<file path="src/rtl/video_timing_ctrl.sv">
// video_timing_ctrl: raster timing generator for one video mode.
// Produces h/v counters, data-valid, sync strobes, sof/eol pulses and a fetch strobe that
// leads data-valid by PRE cycles. Run/stop requests only take effect on frame boundaries.
// Optional feature: define VTC_FRAME_CNT_EN to enable the completed-frame counter.
module video_timing_ctrl #(
  parameter int unsigned HRES = 1600,
  parameter int unsigned HFP  = 24,
  parameter int unsigned HSW  = 80,
  parameter int unsigned HBP  = 96,
  parameter int unsigned VRES = 900,
  parameter int unsigned VFP  = 1,
  parameter int unsigned VSW  = 3,
  parameter int unsigned VBP  = 96,
  parameter int unsigned PRE  = 2
) (
  input  logic        clk,
  input  logic        rst,
  input  logic        run_i,
  output logic        busy_o,
  output logic [10:0] h_cnt,
  output logic [10:0] v_cnt,
  output logic        vga_dv_o,
  output logic        vga_hs_o,
  output logic        vga_vs_o,
  output logic        fetch_o,
  output logic        sof_o,
  output logic        eol_o,
  output logic [15:0] frame_cnt_o
);

  localparam int unsigned HTOTAL = HRES + HFP + HSW + HBP;
  localparam int unsigned VTOTAL = VRES + VFP + VSW + VBP;

  // 12-bit thresholds so a bound equal to 2048 does not alias to 0.
  localparam logic [11:0] HResC  = 12'(HRES);
  localparam logic [11:0] VResC  = 12'(VRES);
  localparam logic [11:0] HsOnC  = 12'(HRES + HFP);
  localparam logic [11:0] HsOffC = 12'(HRES + HFP + HSW);
  localparam logic [11:0] VsOnC  = 12'(VRES + VFP);
  localparam logic [11:0] VsOffC = 12'(VRES + VFP + VSW);
  localparam logic [10:0] HTotM1 = 11'(HTOTAL - 1);
  localparam logic [10:0] VTotM1 = 11'(VTOTAL - 1);
  localparam logic [10:0] PreC   = 11'(PRE);

  if (HTOTAL > 2048 || VTOTAL > 2048 || VTOTAL < 2 || PRE < 1 || PRE > 8 || PRE >= HTOTAL)
  begin : g_param_err
    $error("video_timing_ctrl: unsupported timing parameters");
  end

  typedef enum logic [1:0] {StIdle, StRun, StStopping} state_e;

  state_e      state_q, state_d;
  logic [10:0] h_q, h_d, v_q, v_d;
  logic [10:0] la_h_q, la_h_d, la_v_q, la_v_d;  // look-ahead position, PRE pixels ahead
  logic        dv_q, dv_d, hs_q, hs_d, vs_q, vs_d;
  logic        fetch_q, fetch_d, sof_q, sof_d, eol_q, eol_d;
  logic        last_px, active, la_cross;
  logic [11:0] hx, vx, lhx, lvx;

  assign last_px = (h_q == HTotM1) && (v_q == VTotM1);

  // Next-state, counter advance and next-pixel strobe decode.
  always_comb begin
    state_d = state_q;
    h_d     = h_q;
    v_d     = v_q;
    la_h_d  = la_h_q;
    la_v_d  = la_v_q;

    case (state_q)
      StIdle:     if (run_i) state_d = StRun;
      StRun:      if (!run_i) state_d = StStopping;
      StStopping: begin
        if (run_i) state_d = StRun;
        else if (last_px) state_d = StIdle;
      end
      default:    state_d = StIdle;
    endcase

    if (state_q == StIdle || state_d == StIdle) begin
      // Parked: a start always begins at pixel 0 with the look-ahead PRE pixels in.
      h_d    = '0;
      v_d    = '0;
      la_h_d = PreC;
      la_v_d = '0;
    end else begin
      h_d = (h_q == HTotM1) ? 11'd0 : h_q + 11'd1;
      if (h_q == HTotM1) v_d = (v_q == VTotM1) ? 11'd0 : v_q + 11'd1;
      la_h_d = (la_h_q == HTotM1) ? 11'd0 : la_h_q + 11'd1;
      if (la_h_q == HTotM1) la_v_d = (la_v_q == VTotM1) ? 11'd0 : la_v_q + 11'd1;
    end

    active   = (state_d != StIdle);
    hx       = {1'b0, h_d};
    vx       = {1'b0, v_d};
    lhx      = {1'b0, la_h_d};
    lvx      = {1'b0, la_v_d};
    // Look-ahead has already wrapped into the next frame.
    la_cross = (v_d == VTotM1) && (la_v_d == 11'd0);

    dv_d    = active && (hx < HResC) && (vx < VResC);
    hs_d    = active && (hx >= HsOnC) && (hx < HsOffC);
    vs_d    = active && (vx >= VsOnC) && (vx < VsOffC);
    sof_d   = active && (h_d == 11'd0) && (v_d == 11'd0);
    eol_d   = active && (h_d == HTotM1);
    // No prefetch into a frame that a pending stop will never display.
    fetch_d = active && (lhx < HResC) && (lvx < VResC) &&
              !(la_cross && (state_d == StStopping));
  end

  // State, counters and registered outputs.
  always_ff @(posedge clk) begin
    if (rst) begin
      state_q <= StIdle;
      h_q     <= '0;
      v_q     <= '0;
      la_h_q  <= PreC;
      la_v_q  <= '0;
      dv_q    <= 1'b0;
      hs_q    <= 1'b0;
      vs_q    <= 1'b0;
      fetch_q <= 1'b0;
      sof_q   <= 1'b0;
      eol_q   <= 1'b0;
    end else begin
      state_q <= state_d;
      h_q     <= h_d;
      v_q     <= v_d;
      la_h_q  <= la_h_d;
      la_v_q  <= la_v_d;
      dv_q    <= dv_d;
      hs_q    <= hs_d;
      vs_q    <= vs_d;
      fetch_q <= fetch_d;
      sof_q   <= sof_d;
      eol_q   <= eol_d;
    end
  end

  assign busy_o   = (state_q != StIdle);
  assign h_cnt    = h_q;
  assign v_cnt    = v_q;
  assign vga_dv_o = dv_q;
  assign vga_hs_o = hs_q;
  assign vga_vs_o = vs_q;
  assign fetch_o  = fetch_q;
  assign sof_o    = sof_q;
  assign eol_o    = eol_q;

`ifdef VTC_FRAME_CNT_EN
  logic [15:0] frame_q;

  // Count every frame that runs to its last pixel, including the one ending a stop.
  always_ff @(posedge clk) begin
    if (rst) begin
      frame_q <= '0;
    end else if (state_q != StIdle && last_px) begin
      frame_q <= frame_q + 16'd1;
    end
  end

  assign frame_cnt_o = frame_q;
`else
  assign frame_cnt_o = '0;
`endif

endmodule

</file>
<file path="config.mk">
export PLATFORM = sky130hd
export DESIGN_NAME = video_timing_ctrl
export DESIGN_NICKNAME = d
export VERILOG_FILES = /design/src/rtl/video_timing_ctrl.sv
export SDC_FILE = /design/constraint.sdc
export NUM_CORES = 1
export LEC_CHECK = 0
export CELL_PAD_IN_SITES_DETAIL_PLACEMENT = 0
export CELL_PAD_IN_SITES_GLOBAL_PLACEMENT = 1
export CORE_ASPECT_RATIO = 0.75
export CORE_UTILIZATION = 43
export DETAILED_ROUTE_END_ITERATION = 10
export HOLD_SLACK_MARGIN = 0.12
export PLACE_DENSITY_LB_ADDON = 0.25
export SLEW_MARGIN = 25
export SYNTH_ARGS = -nofsm -noshare
export SYNTH_HDL_FRONTEND = slang
export SYNTH_SLANG_ARGS = --single-unit
export TNS_END_PERCENT = 50
</file>
<file path="constraint.sdc">
create_clock -name clk -period 4.2 [get_ports clk]
set_input_delay 0.84 -clock clk [delete_from_list [all_inputs] [get_ports clk]]
set_output_delay 0.84 -clock clk [all_outputs]
set_load 0.01 [all_outputs]
</file>
Word-level counts from Yosys, hierarchy flattened
Cells that the tools add are included.
- order comparisons: 8
- eq/ne operators: 9
- reduce and logical (&&, ||, !) cells: 24
- mux-type cells: 15
- add/sub/neg operators: 4
- operators with widths (kind ; number):
    $mux W11 ; 10
    $add A11 B1 Y11 const B ; 4
    $eq A11 B10 Y1 const B ; 3
    $eq A11 B11 Y1 const B ; 3
    $logic_not A11 Y1 ; 3
    $lt A11 B10 Y1 const B ; 3
    $lt A11 B11 Y1 const B ; 3
    $logic_and A1 B1 Y1 ; 15
    $ge A11 B10 Y1 const B ; 1
    $ge A11 B11 Y1 const B ; 1
    $mux W2 ; 4
    $pmux W2 S3 ; 1
    $eq A2 B2 Y1 const B ; 2
    $logic_not A2 Y1 ; 2
    $reduce_bool A2 Y1 ; 2
    $eq A2 B1 Y1 const B ; 1
    $logic_not A1 Y1 ; 1
    $logic_or A1 B1 Y1 ; 1
- output and inout bits: 45
- input bits: 3
- logic and storage cells: 71
- register bits: 52

Logic depth before layout (Yosys ltp)
Gate-level depths: netlist of the first run.
- word-level depth: 13
- depth in mapped cells: 10
- depth with buffers taken out: 8

Least setup slack after synthesis of the first run
No wires, ideal clock.
- path type: register to register
- start: reg h_q[6], in the netlist h_cnt[6]
- end: reg vs_q, in the netlist vga_vs_o
- data required time: 4112 ps
- clock period less this slack: 2850 ps
- stages on the path, launching flop included: 10
- setup slack: 1350 ps
- data arrival time: 2762 ps
- library setup time: 88 ps
- buffers on the path: 2
- path through: dfxtp_1 > buf_6 > or4b_4 > or3_4 > buf_6 > nor4_1 > xnor2_1 > o21ai_1 > or4_1 > nor4_2
- cells in the longest elaborated chain, start to end: 11
- elaborated cells on any way between the ends: 14
- those cells by class: 2 x order compare; 1 x eq/ne; 5 x mux; 6 x reduce/logical
- RTL lines (element ; line ; source):
    from (decl) ; 53 ; logic [10:0] h_q, h_d, v_q, v_d;
    from (signal assigned) ; 115 ; h_q <= '0;
    from (signal assigned) ; 127 ; h_q <= h_d;
    $eq A11 B11 Y1 * ; 60, 88 ;
    $logic_and A1 B1 Y1 ; 60 ; assign last_px = (h_q == HTotM1) && (v_q == VTotM1);
    $mux W2 ; 75 ; else if (last_px) state_d = StIdle;
    $mux W2 ; 74 ; if (run_i) state_d = StRun;
    $pmux W2 S3 ; 70 ; case (state_q)
    $logic_not A2 Y1 ; 80 ; if (state_q == StIdle || state_d == StIdle) begin
    $logic_or A1 B1 Y1 ; 80 ;
    $mux W11 ; 80 ;
    $ge A11 B10 Y1 ; 103 ; vs_d = active && (vx >= VsOnC) && (vx < VsOffC);
    $logic_and A1 B1 Y1 ; 103 ;
    $logic_and A1 B1 Y1 * ; 103 ;
    to (signal assigned) ; 133 ; vs_q <= vs_d;
    to (decl) ; 55 ; logic dv_q, dv_d, hs_q, hs_d, vs_q, vs_d;
Mark *: on every way between the ends. The rest lies on a longest branch, timed or not.
A chain may end at the register's enable or synchronous reset.

Worst setup path in the final report of the first run
- start: reg h_q[6], in the netlist h_cnt[6]
- end: reg dv_q, in the netlist vga_dv_o
- cells in the longest elaborated chain, start to end: 11
- elaborated cells on any way between the ends: 17
- those cells by class: 1 x add/sub; 2 x order compare; 1 x eq/ne; 7 x mux; 6 x reduce/logical
- RTL lines (element ; line ; source):
    $eq A11 B11 Y1 ; 60, 87, 88 ;
    $logic_and A1 B1 Y1 ; 60 ;
    $mux W2 ; 75 ;
    $mux W2 ; 74 ;
    $pmux W2 S3 ; 70 ;
    $logic_not A2 Y1 ; 80 ;
    $logic_or A1 B1 Y1 ; 80 ;
    $mux W11 ; 80 ;
    $lt A11 B11 Y1 ; 101 ; dv_d = active && (hx < HResC) && (vx < VResC);
    $logic_and A1 B1 Y1 ; 101 ;
    $logic_and A1 B1 Y1 * ; 101 ;
    to (signal assigned) ; 131 ; dv_q <= dv_d;
    to (decl) ; 55 ;
Marks and branches as above.

==> flow_summary.json, run 1 <==
{
  "powerDensity_nw_per_um2": 250.0,
  "min_period_over_period": 0.7105,
  "numCtsBuffers": 5,
  "synthToLayoutAreaGrowth_pct": 11.94,
  "track_usage": 0.1873,
  "die_h_microns": 74.79,
  "start_util": 0.4447,
  "ios": 48,
  "drive_gt1_frac": 0.05823,
  "ctsResizeCount": 0,
  "ys_seq_elements": 52,
  "drt_wl_total_microns": 6724,
  "cap_violations": 0,
  "max-slew-margin-rel": 0.4465,
  "hold_violations": 0,
  "synthCells": 375,
  "rrSetupSlack_ns": 1.22,
  "clk_latency_ns": 0.30,
  "yosysSeqAreaShare": 0.3427,
  "violations": "design-rule violations",
  "rsz0062_at_grt": "no",
  "fin_setup_tns_ns": 0,
  "fin_nets": 401,
  "hold_path_class": "register to register",
  "period_needed_ns": 2.984,
  "avgSynthCellArea_sq_um": 8.101,
  "worst_pin_slew_ns": 0.8302,
  "grt_first_pass_wirelength_microns": 10980,
  "gp_congestion": 0.8336,
  "coreArea_sq_um": 6832,
  "row_count": 26,
  "num_vias": 2613,
  "dieWidth_microns": 99.06,
  "vias_per_cell": 5.455,
  "timing.hold.ws_ns": 0.4909,
  "layoutNonFillerInstCount": 479,
  "place_inst": 471,
  "status": "finished with violations",
  "synth_flop_cell": "dfxtp_1",
  "clock_sinks": 52,
  "post_cts_buffers": 0,
  "fmax_mhz": 335.1,
  "grt_pass1_vias": 2168,
  "ir_worst_vdd_mv": 0.1400,
  "drcViolationCount": 1,
  "ant_nets": 0,
  "io_buffers": 31,
  "setup_viol": 0,
  "ys.warnings.count": 0,
  "syn_area_sq_um": 3038,
  "synth-edff-count": 0,
  "endpoint_kind": "register",
  "wl_per_cell_microns": 14.04,
  "cp-start-kind": "register",
  "r2r-start": "h_cnt[6]",
  "clk_pin_slew_ns": 0.10,
  "leakage_nw": 1.047,
  "fin_worst_skew_ns": 0.009574,
  "antenna_found_initial": 0,
  "grt_overflow": 0,
  "clk_path_buf_depth": 2,
  "grt_max_degree": 18,
  "cts_root_buffer": "clkbuf_8",
  "drv_slew": 0,
  "startpoint": "h_cnt[6]",
  "async_flop_share": 0,
  "min_from": "la_h_q[0]",
  "drtIter0Drc": 120,
  "die_area_sq_um": 7408,
  "antenna_cells": 0,
  "dp_hpwl_microns": 5011,
  "path_class": "register to register",
  "crit_required_ns": 4.42,
  "cts_tree": "built",
  "postCtsHoldBufs": 0,
  "worst_ep_arrival_time_ns": 3.20,
  "htreeDepth": 2,
  "yosysUniqueCellTypes": 55,
  "first_pass_iters": 7,
  "cp_max_fo": 11
}
==> placed cells by master, fill, tap and decap left out, types with 5 or more instances in the layout <==
master	synthesis	final
nand2_1	25	25
clkbuf_8	0	5
nand4_1	9	9
nor4_1	9	9
a21oi_1	7	7
and3_1	5	5
conb_1	1	16
xor2_1	16	16
dfxtp_1	52	52
nor2_1	57	57
nor3_1	14	14
or4_1	7	7
xnor2_1	26	26
or2_2	5	5
a211oi_1	6	6
inv_1	9	9
clkdlybuf4s50_1	0	31
o21ai_0	9	9
nand3_1	23	23
==> worst paths after layout <==
path	endpoint	cells past startpoint
setup / recovery	vga_dv_o	7
hold / removal	la_h_q[0]	1
setup reg to reg	vga_dv_o	7
hold reg to reg	la_h_q[0]	1
==> cell usage after synthesis, drive strengths merged (2+ instances only) <==
library cell | count | area, sq um
nor2 | 57 | 214.0
dfxtp | 52 | 1041
xnor2 | 26 | 227.7
nand2 | 25 | 93.84
nand3 | 23 | 115.1
buf | 20 | 152.7
nor3 | 18 | 122.6
xor2 | 16 | 140.1
clkbuf | 15 | 56.30
o21ai | 11 | 66.31
nor4 | 10 | 68.81
inv | 9 | 33.78
nand4 | 9 | 56.30
a21oi | 7 | 35.03
or4 | 7 | 52.55
a211oi | 6 | 45.04
and3 | 5 | 31.28
or2 | 5 | 31.28
or3 | 5 | 36.28
ha | 4 | 50.05
nor2b | 4 | 25.02
and2 | 3 | 18.77
o211ai | 3 | 22.52
o31ai | 3 | 22.52
a221oi | 2 | 17.52
a31oi | 2 | 12.51
a41oi | 2 | 17.52
and4 | 2 | 17.52
mux2i | 2 | 20.02
nand2b | 2 | 12.51
nand4b | 2 | 17.52
nand4bb | 2 | 22.52
nor3b | 2 | 15.01
nor4b | 2 | 23.77
==> routing by layer <==
layer  GRT usage  vias up  wire [microns]  part of all wire
met2      0.2688       77            2756              0.41
met1      0.2902     1198            3604              0.54
met5           0        -               0                 0
met4     0.03431        0              19            0.0028
met3     0.03621        2             344             0.051
li1            -     1336               -                 -
==> layout make-up <==
type | instances | area [sq um]
Fill cell | 696 | 3431
Sequential cell | 52 | 1041
Timing Repair Buffer | 32 | 317.8
Multi-Input combinational cell | 294 | 1810
Inverter | 9 | 33.78
Tap cell | 84 | 105.1
Clock buffer | 5 | 68.82
Clock inverter | 3 | 23.77
==> kinds of logic (layout without fill, tap and decap cells) <==
logic type      count (synthesis)  after routing  synth area share
fa+ha+maj                       4              4           0.01648
buf+inv                        44             49           0.07990
xor+xnor                       42             42            0.1211
flops                          52             52            0.3427
mux                             2              2          0.006590
compound gates                 46             46            0.1067
simple gates                  184            184            0.3254
other cells                     1             16          0.001234
==> through the flow <==
| stage | area (sq um) | power (mW) | setup slack, ns | utilization |
|---|---|---|---|---|
| 5_1_grt | 3401 | 0.8866 | 1.016 | 0.4978 |
| 3_3_place_gp | 3308 | 0.5674 | 1.120 | 0.4842 |
| 2_1_floorplan | 3094 | 0.5602 | 1.350 | - |
| 4_1_cts | 3401 | 0.8594 | 1.209 | 0.4978 |
| 6_report | 3401 | 0.8502 | 1.216 | 0.4978 |
| 3_5_place_dp | 3308 | 0.5675 | 1.010 | 0.4842 |
==> sequential cells by signal, summed over array words and instances (netlist names), 2 cells and up <==
name     flops
la_h_q      11
v_cnt       11
h_cnt       11
la_v_q      11
state_q      2
==> power breakdown <==
part | internal, mW | switching [mW]
Sequential | 0.497 | 0.00481
Clock | 0.118 | 0.176
Combinational | 0.0183 | 0.0356
Total | 0.634 | 0.216
==> critical path: stages (launching register included) <==
cell	delay, ns
dfxtp_1	0.43
or4b_4	0.57
nor3_2	0.53
and2_1	0.26
xnor2_1	0.23
nor2_1	0.12
or4_1	0.49
a221oi_1	0.27
Power figures use the tool's default switching activity.
==> run 2: changes to the inputs <==
CORE_UTILIZATION = 40   (was 43)
clock period = 2.9 ns   (was 4.2 ns; I/O delays follow)
==> run 2 against run 1 <==
  * The flow now finishes without violations
  * Sequential power grew 45%
  * Routed wire length is 8.0% higher
  * Final area grew 5.0%
  * Largest power group unchanged
  * Fmax grew 8.3%
  * Count of clock-buffer cells in the layout rose by 1
  * Setup slack lost 1.1 ns
  * Cell count grew 7.1%
==> flow_summary.json, run 2 (synthesis results as in run 1) <==
{
  "fillers": 718,
  "clk_path_buf_depth": 2,
  "row_count": 27,
  "clock_sinks": 52,
  "ir_worst_vdd_mv": 0.2099,
  "vias_per_cell": 5.195,
  "coreArea_sq_um": 7331,
  "fmax_mhz": 362.9,
  "drive_gt1_frac": 0.09709,
  "track_usage": 0.1920,
  "final_common_cell": "nor2_1",
  "drt_wl_total_microns": 7262,
  "synthToLayoutAreaGrowth_pct": 17.55,
  "cts_tree": "built",
  "crit_required_ns": 3.11,
  "grt_pass1_vias": 2435,
  "cp_slowest_stage_delay_ns": 0.50,
  "num_vias": 2665,
  "layout_common_cells": "57 x nor2_1, 52 x dfxtp_1, 31 x clkdlybuf4s50_1",
  "drv_slew": 0,
  "path_class": "register to register",
  "period_needed_ns": 2.756,
  "fin_worst_skew_ns": 0.008630,
  "clk_pin_slew_ns": 0.10,
  "numCtsBuffers": 5,
  "grt_overflow": 0,
  "dp_hpwl_microns": 5521,
  "io_buffers": 31,
  "startpoint": "h_cnt[10]",
  "antenna_cells": 0,
  "reg2reg_to": "vga_dv_o",
  "hold_violations": 0,
  "ios": 48,
  "first_pass_iters": 4,
  "grt_first_pass_wirelength_microns": 12020,
  "leakage_nw": 1.149,
  "antenna_found_initial": 0,
  "gp_congestion": 0.8293,
  "multiInputGateArea_sq_um": 1817,
  "worst_ep_arrival_time_ns": 2.97,
  "rr_worst_depth": 7,
  "clk_latency_ns": 0.30,
  "hold_path_class": "register to register",
  "crit_end": "vga_dv_o",
  "cp_cell_sequence": "or4b_4 -> or3_4 -> or2_2 -> xor2_1 -> nor2_1 -> or4_1 -> a221oi_1",
  "r2r-start": "h_cnt[10]",
  "powerDensity_nw_per_um2": 367.7,
  "wl_per_cell_microns": 14.16,
  "rrSetupSlack_ns": 0.14,
  "die_area_sq_um": 7951,
  "die_h_microns": 77.47,
  "endpoint_kind": "register",
  "grt_max_degree": 16,
  "setup_viol": 0,
  "min_period_over_period": 0.9503,
  "ant_nets": 0,
  "cp_max_fo": 7,
  "htreeDepth": 2,
  "dieWidth_microns": 102.6,
  "fin_nets": 418,
  "cts_root_buffer": "clkbuf_8",
  "regArea_sq_um": 1041,
  "post_cts_buffers": 0,
  "drtIter0Drc": 142,
  "critPathSlowestCell": "or4_1",
  "start_util": 0.4144,
  "placed_cell_area_sq_um": 3457,
  "fin_setup_tns_ns": 0,
  "status": "complete, no violations",
  "final_area_sq_um": 3571,
  "rsz0062_at_grt": "no",
  "cap_violations": 0,
  "cp-start-kind": "register",
  "drcViolationCount": 0
}
[run 2: cell types whose count changed in the layout (fill, tap and decap cells not counted)]
cell        before  now
buf_4            1   18
clkinvlp_4       2    0
bufinv_16        0    1
clkbuf_1         0    1
clkinv_2         0    1
clkinv_4         1    0
nor4_1           9    8
nor4_2           1    2
[run 2: worst max-delay path: cells and delay by family (launching register included)]
family	cells	cell delay (ns)
and+or+nand+nor	5	1.81
DFF	1	0.38
AOI/OAI and AO/OA	1	0.29
xor gates and xnor gates	1	0.20
[run 2: layout make-up]
cell class / count / share of cell area
Clock buffer: 6 / 0.02032
Tap cell: 101 / 0.03539
Inverter: 9 / 0.009460
Clock inverter: 2 / 0.009811
Multi-Input combinational cell: 294 / 0.5088
Timing Repair Buffer: 49 / 0.1247
Sequential cell: 52 / 0.2915
[run 2: how the worst min path moves through the flow]
stage | cells past startpoint | start | slack (ns) | endpoint
finish | 1 | la_h_q[0] | 0.49 | la_h_q[0]
detailed placement | 1 | la_h_q[0] | 0.47 | la_h_q[0]
CTS | 1 | la_h_q[0] | 0.49 | la_h_q[0]
global placement | 1 | la_h_q[0] | 0.47 | la_h_q[0]
floorplan | 1 | la_h_q[0] | 0.44 | la_h_q[0]
global route | 1 | la_h_q[0] | 0.54 | la_h_q[0]
[run 2: power breakdown]
| part | internal (mW) | switching [mW] | total [mW] |
|---|---|---|---|
| clock | 0.257 | 0.244 | 0.500 |
| sequential | 0.720 | 0.00637 | 0.727 |
| combinational | 0.0318 | 0.0545 | 0.0862 |
[run 2: routing by layer]
metal	vias up	global-route usage	part of all wire	wire length (microns)
li1	1359	-	-	-
met1	1246	0.2891	0.53	3884
met2	58	0.2840	0.42	3083
met3	2	0.03423	0.037	266
met4	0	0.03429	0.0039	28
met5	-	0	0	0
[run 2: repair_timing]
| action | 4_1_cts | 5_1_grt |
|---|---|---|
| gates resized for setup | 0 | 1 |
| hold buffers | 0 | 0 |
| hold endpoints to repair | 0 | 0 |
| setup endpoints to repair | 0 | 1 |
[run 2: metrics by stage]
step / utilization / instances / total power [mW] / hold WS (ns) / worst slack, ns
after floorplan: - / 390 / 0.8113 / 0.4377 / 0.05002
after global placement: 0.4716 / 505 / 0.8294 / 0.4710 / 0.2495
after detailed placement: 0.4716 / 505 / 0.8291 / 0.4699 / 0.1727
after CTS: 0.4863 / 513 / 1.330 / 0.4931 / 0.1558
after global routing: 0.4871 / 513 / 1.371 / 0.5445 / 0.009182
final: 0.4871 / 513 / 1.313 / 0.4895 / 0.1441
